**config.mk**
```make
export PLATFORM = sky130hd
export DESIGN_NAME = tv80_prefix_seq
export DESIGN_NICKNAME = d
export VERILOG_FILES = /design/src/rtl/tv80_prefix_pkg.sv /design/src/rtl/tv80_prefix_seq_fsm.sv /design/src/rtl/tv80_prefix_seq.sv
export SDC_FILE = /design/constraint.sdc
export NUM_CORES = 1
export LEC_CHECK = 0
export CORE_ASPECT_RATIO = 2
export CORE_UTILIZATION = 45
export DETAILED_ROUTE_END_ITERATION = 8
export PLACE_DENSITY = 0.77
export SYNTH_ARGS = -nofsm -noshare
export SYNTH_HDL_FRONTEND = slang
export SYNTH_SLANG_ARGS = --single-unit
```
**constraint.sdc**
```tcl
create_clock -name i_clk -period 1.67 [get_ports i_clk]
set_input_delay 0.4175 -clock i_clk [delete_from_list [all_inputs] [get_ports i_clk]]
set_output_delay 0.4175 -clock i_clk [all_outputs]
set_load 0.01 [all_outputs]
```
**src/rtl/tv80_prefix_pkg.sv**
```systemverilog
// Shared types, prefix byte constants and the index-ignored opcode classifier
// for the TV80 opcode prefix sequencer.
package tv80_prefix_pkg;

    localparam int unsigned OP_W    = 8;
    localparam int unsigned CNT_W   = 4;
    localparam int unsigned CNT_MAX = 15;

    localparam logic [OP_W-1:0] PFX_DD = 8'hDD;
    localparam logic [OP_W-1:0] PFX_FD = 8'hFD;
    localparam logic [OP_W-1:0] PFX_ED = 8'hED;
    localparam logic [OP_W-1:0] PFX_CB = 8'hCB;

    typedef enum logic [2:0] {
        ST_IDLE, ST_IDX, ST_EDP, ST_CBP, ST_IXD, ST_IXO, ST_HOLD
    } state_e;

    typedef enum logic [1:0] {GRP_MAIN = 2'd0, GRP_CB = 2'd1, GRP_ED = 2'd2} group_e;
    typedef enum logic [1:0] {IDX_HL = 2'd0, IDX_IX = 2'd1, IDX_IY = 2'd2} idx_e;

    typedef struct packed {
        logic [OP_W-1:0]  opcode;
        group_e           group;
        idx_e             idx;
        logic [OP_W-1:0]  disp;
        logic [CNT_W-1:0] cnt;
        logic             undoc;
    } desc_t;

    function automatic logic reg_is_hl(input logic [2:0] r);
        return (r >= 3'd4) && (r <= 3'd6);
    endfunction

    // True when a main-group opcode touches H, L, HL or (HL); EB is deliberately excluded.
    function automatic logic uses_hl(input logic [OP_W-1:0] op);
        logic [2:0] y;
        logic [2:0] z;
        logic       hl;
        y  = op[5:3];
        z  = op[2:0];
        hl = 1'b0;
        case (op[7:6])
            2'd0: begin
                case (z)
                    3'd1:             hl = (y == 3'd4) || y[0];
                    3'd2, 3'd3:       hl = (y == 3'd4) || (y == 3'd5);
                    3'd4, 3'd5, 3'd6: hl = reg_is_hl(y);
                    default:          hl = 1'b0;
                endcase
            end
            2'd1:    hl = (op != 8'h76) && (reg_is_hl(y) || reg_is_hl(z));
            2'd2:    hl = reg_is_hl(z);
            default: hl = (op == 8'hE1) || (op == 8'hE3) || (op == 8'hE5) ||
                          (op == 8'hE9) || (op == 8'hF9);
        endcase
        return hl;
    endfunction

endpackage

```
**src/rtl/tv80_prefix_seq_fsm.sv**
```systemverilog
// Prefix-chain state machine: tracks where in a DD/FD/ED/CB chain the byte stream is.
module tv80_prefix_fsm
    import tv80_prefix_pkg::*;
(
    input  logic            clk_i,
    input  logic            reset_i,
    input  logic            flush_i,
    input  logic            xfer_i,
    input  logic [OP_W-1:0] op_i,
    input  logic            dec_ready_i,
    output state_e          state_o,
    output logic            op_ready_o,
    output logic            int_block_o
);

    state_e state_q, state_d;
    logic   op_ready_q;
    logic   int_block_q;
    logic   is_idx_pfx_c;

    assign is_idx_pfx_c = (op_i == PFX_DD) || (op_i == PFX_FD);

    always_comb begin
        state_d = state_q;
        if (flush_i) begin
            state_d = ST_IDLE;
        end else begin
            case (state_q)
                ST_IDLE: if (xfer_i) begin
                    if (is_idx_pfx_c)         state_d = ST_IDX;
                    else if (op_i == PFX_ED)  state_d = ST_EDP;
                    else if (op_i == PFX_CB)  state_d = ST_CBP;
                    else                      state_d = ST_HOLD;
                end
                ST_IDX: if (xfer_i) begin
                    if (is_idx_pfx_c)         state_d = ST_IDX;
                    else if (op_i == PFX_ED)  state_d = ST_EDP;
                    else if (op_i == PFX_CB)  state_d = ST_IXD;
                    else                      state_d = ST_HOLD;
                end
                ST_EDP, ST_CBP, ST_IXO: if (xfer_i) state_d = ST_HOLD;
                ST_IXD:  if (xfer_i)      state_d = ST_IXO;
                ST_HOLD: if (dec_ready_i) state_d = ST_IDLE;
                default: state_d = ST_IDLE;
            endcase
        end
    end

    // Ready and interrupt-block are registered decodes of the next state.
    always_ff @(posedge clk_i) begin
        if (reset_i) begin
            state_q     <= ST_IDLE;
            op_ready_q  <= 1'b1;
            int_block_q <= 1'b0;
        end else begin
            state_q     <= state_d;
            op_ready_q  <= (state_d != ST_HOLD);
            int_block_q <= (state_d == ST_IDX) || (state_d == ST_EDP) || (state_d == ST_CBP) ||
                           (state_d == ST_IXD) || (state_d == ST_IXO);
        end
    end

    assign state_o     = state_q;
    assign op_ready_o  = op_ready_q;
    assign int_block_o = int_block_q;

endmodule

```
**src/rtl/tv80_prefix_seq.sv**
```systemverilog
// Opcode prefix sequencer: folds prefix chains into one registered descriptor.
// Optional TV80_UNDOC_FLAG_EN enables the o_undoc classification output.
module tv80_prefix_seq
    import tv80_prefix_pkg::*;
(
    input  logic             i_clk,
    input  logic             i_reset,
    input  logic             i_flush,
    input  logic             i_op_valid,
    input  logic [OP_W-1:0]  i_op,
    output logic             o_op_ready,
    output logic             o_valid,
    input  logic             i_dec_ready,
    output logic [OP_W-1:0]  o_opcode,
    output logic [1:0]       o_group,
    output logic [1:0]       o_idx,
    output logic [OP_W-1:0]  o_disp,
    output logic [CNT_W-1:0] o_prefix_cnt,
    output logic             o_undoc,
    output logic             o_int_block
);

`ifdef TV80_UNDOC_FLAG_EN
    localparam logic UNDOC_EN = 1'b1;
`else
    localparam logic UNDOC_EN = 1'b0;
`endif

    state_e           state;
    desc_t            desc_q, desc_d;
    logic             valid_q, valid_d;
    logic             xfer_c;
    logic             set_undoc_c;
    logic             is_idx_pfx_c;
    logic [CNT_W-1:0] cnt_inc_c;
    idx_e             idx_sel_c;

    assign xfer_c       = i_op_valid && o_op_ready;
    assign is_idx_pfx_c = (i_op == PFX_DD) || (i_op == PFX_FD);
    assign idx_sel_c    = (i_op == PFX_DD) ? IDX_IX : IDX_IY;
    assign cnt_inc_c    = (desc_q.cnt == CNT_W'(CNT_MAX)) ? desc_q.cnt : desc_q.cnt + CNT_W'(1);

    tv80_prefix_fsm u_fsm (
        .clk_i       (i_clk),
        .reset_i     (i_reset),
        .flush_i     (i_flush),
        .xfer_i      (xfer_c),
        .op_i        (i_op),
        .dec_ready_i (i_dec_ready),
        .state_o     (state),
        .op_ready_o  (o_op_ready),
        .int_block_o (o_int_block)
    );

    always_comb begin
        desc_d      = desc_q;
        valid_d     = valid_q;
        set_undoc_c = 1'b0;
        if (i_flush) begin
            desc_d  = '0;
            valid_d = 1'b0;
        end else if (state == ST_HOLD) begin
            if (i_dec_ready) begin
                desc_d  = '0;
                valid_d = 1'b0;
            end
        end else if (xfer_c) begin
            case (state)
                ST_IDLE, ST_IDX: begin
                    if (is_idx_pfx_c) begin
                        desc_d.idx  = idx_sel_c;
                        desc_d.cnt  = cnt_inc_c;
                        set_undoc_c = (state == ST_IDX);
                    end else if (i_op == PFX_ED) begin
                        desc_d.idx  = IDX_HL;
                        desc_d.cnt  = cnt_inc_c;
                        set_undoc_c = (state == ST_IDX);
                    end else if (i_op == PFX_CB) begin
                        desc_d.cnt  = cnt_inc_c;
                    end else begin
                        desc_d.opcode = i_op;
                        desc_d.group  = GRP_MAIN;
                        valid_d       = 1'b1;
                        // Index prefix has no effect on opcodes that never name H/L/HL.
                        if ((desc_q.idx != IDX_HL) && !uses_hl(i_op)) begin
                            desc_d.idx  = IDX_HL;
                            set_undoc_c = 1'b1;
                        end
                    end
                end
                ST_EDP: begin
                    desc_d.opcode = i_op;
                    desc_d.group  = GRP_ED;
                    valid_d       = 1'b1;
                end
                ST_CBP, ST_IXO: begin
                    desc_d.opcode = i_op;
                    desc_d.group  = GRP_CB;
                    valid_d       = 1'b1;
                end
                ST_IXD:  desc_d.disp = i_op;
                default: desc_d = desc_q;
            endcase
        end
        desc_d.undoc = UNDOC_EN && (desc_d.undoc || set_undoc_c);
    end

    always_ff @(posedge i_clk) begin
        if (i_reset) begin
            desc_q  <= '0;
            valid_q <= 1'b0;
        end else begin
            desc_q  <= desc_d;
            valid_q <= valid_d;
        end
    end

    assign o_valid      = valid_q;
    assign o_opcode     = desc_q.opcode;
    assign o_group      = desc_q.group;
    assign o_idx        = desc_q.idx;
    assign o_disp       = desc_q.disp;
    assign o_prefix_cnt = desc_q.cnt;
    assign o_undoc      = desc_q.undoc;

endmodule

```
==> metrics.cfg <==
[setup_path]
critical_path.top_delay_family=simple AND/OR/NAND/NOR gates
critPathKind=in2reg
max_stage_delay_ns=0.35
worstSetupEndpointType=flip-flop
worstSetupStartpointType=input pin
cpMaxStageDelayCell=o31a_1
crit_chain=buf_2 -> or2_4 -> and3_1 -> o31a_1 -> and3b_1 -> a211oi_2
crit_required_ns=1.87
cp_data_arrival_time_ns=1.85
path_buf_inv=1
cp_max_fo=7

[flow_run]
maxCapViolations=0

[cts]
clkTransAtPathRegs_ns=0.06
htreeDepth=2
cts_buffer_depth=2
cts_tree=yes
cts_buffers=5
root_buffer=clkbuf_8
cts.sinks=30
clk_latency_ns=0.29

[hold_path]
min_path_type=in2reg

[timing]
skew_ns=0.00718
hold_ws_ns=0.465
fmax_ghz=0.606
slew_violations=0
postLayoutSetupSlackWorst_ns=0.0208
rsz0062_at_grt=true
tns_ns=0
finalHoldViolCount=0
period_share_pct=98.8
fin_crit_ns=1.65
finalSetupViolations=0

[finish]
mostFrequentLayoutCells=buf_4, dfxtp_1, clkdlybuf4s50_1, nor2_1, nand3_1
nets=302
finish.instance_area_sq_um=2650
diodes=0
layout-drive-gt1-share_pct=33.6
syn2layout_area_growth_pct=52.7
layout.cells.most_common=buf_4

[synth]
yosys_warnings=0
ys_async_sr_fraction_pct=0
synthCells=213
synth_edf_count=0
ys_types=54
synth_seq_cells=30
netlist_area_sq_um=1740
synth_top_flop_cell=dfxtp_1
synth_seq_area_share_pct=34.6
syn_area_per_cell_sq_um=8.16
syn_nets=227

[placed_design]
dp_slack_ns=-0.722
place_congestion=0.918
placed_area_sq_um=2390
hpwlAfterDp_um=3680
io_buffers=39

[floorplan]
num_rows=31
die_w_um=45.9
die_h_um=89.9
ioPinCount=41
die-area_sq_um=4130
initial_core_util_pct=47.7
core-area_sq_um=3650

[global_route]
track_usage_pct=27.7
grt_pass1_wl_um=8450
antenna_found_initial=0
grt_pass1_vias=1879
grt_overflow=0
grt_max_degree=19

[run_status]
outcome=complete, no violations

[route]
wire_per_inst_um=16.1
drt_wl_total_um=5450
drtIter0Drc=46
vias=1950
drc=0
final_antenna_net_count=0
vias_per_cell=5.77
drt_pass1_iterations=4

[pwr]
finalPower_uw=1740
leakage_uw=0.00104
p_per_area_nw_per_um2=657
ir_drop_v=0.000664

-- per-stage QoR --
stage	std cells	util, %
after global routing	338	72.8
after global placement	322	65.7
after floorplan	213	-
final	338	72.8
after CTS	337	71.1
after detailed placement	322	65.7
-- worst register-to-register path, stage by stage (launching register included) --
cell      delay [ns]
dfxtp_1         0.32
buf_4           0.19
and4bb_2        0.35
nand2_1         0.09
a32oi_4         0.30
a21bo_2         0.19
a21oi_2         0.05
-- registers in the layout, indices dropped and copies added, names as in the netlist --
name	count
o_disp	8
o_group	2
o_idx	2
o_opcode	8
o_prefix_cnt	4
o_valid	1
u_fsm.int_block_o	1
u_fsm.op_ready_o	1
u_fsm.state_o	3
-- logic make-up (layout without fill, tap and decap cells) --
family          after synthesis  after routing  synth area share (%)
fa+ha+maj                     1              1                 0.720
compound gates               65             65                  27.7
xor+xnor                      2              2                  1.01
simple gates                 96             96                  30.7
flops                        30             30                  34.6
buf+inv                      18             94                  5.11
other cells                   1              1                 0.216
-- cell usage after synthesis (3+ instances only) --
cell type / n / area share (%)
and2_1: 3 / 1.1
and3_1: 3 / 1.1
nand3b_1: 3 / 1.3
nor3_1: 5 / 1.4
o21ai_0: 3 / 0.86
clkbuf_1: 4 / 0.86
a22oi_1: 10 / 4.3
buf_2: 5 / 1.4
a21oi_1: 16 / 4.6
o211ai_1: 10 / 4.3
buf_1: 3 / 0.65
nand3_1: 17 / 4.9
and3b_1: 3 / 1.5
nor2b_1: 3 / 1.1
inv_1: 3 / 0.65
dfxtp_1: 30 / 35
nor2_1: 21 / 4.5
a32oi_1: 3 / 1.5
nand2_1: 18 / 3.9
o21ai_1: 3 / 0.86
or3_1: 4 / 1.4
-- layout make-up --
class                   count  area, sq um
clock buffers               7         86.3
clock inverters             1         5.00
fillers                   286          992
inverters                   3         11.3
multi-input cells         165         1190
flip-flops and latches     30          602
well taps                  49         61.3
repair buffers             83          701
-- worst paths after layout --
path | from | endpoint | slack, ns | cells past startpoint
max | i_op[4] | u_fsm.int_block_o$_SDFF_PP0_ | 0.02 | 6
min | i_op[7] | o_opcode[7]$_SDFFE_PP0P_ | 0.46 | 3
max reg2reg | u_fsm.state_o[1]$_SDFF_PP0_ | o_prefix_cnt[2]$_SDFFE_PP0P_ | 0.07 | 6
min reg2reg | o_opcode[3]$_SDFFE_PP0P_ | o_opcode[3]$_SDFFE_PP0P_ | 0.47 | 2
-- repair_timing --
item                       4_1_cts  5_1_grt
hold buffers                     0        0
cloned                           0        0
resized for setup               39       28
setup endpoints to repair       30       21
pin swaps                       16       11
buffers inserted                 7        1
-- metal layers --
layer  vias up  track usage (%)  wire length, um
met1       911             28.8             1960
li1        945                -                -
met2        72             46.6             3000
met4         0             17.6              245
met5         -                0                0
met3        22             5.62              246
-- power breakdown --
part,internal (uW),switching [uW]
clock network,331,266
registers,733,10.8
logic,194,208
Power figures use the tool's default switching activity.
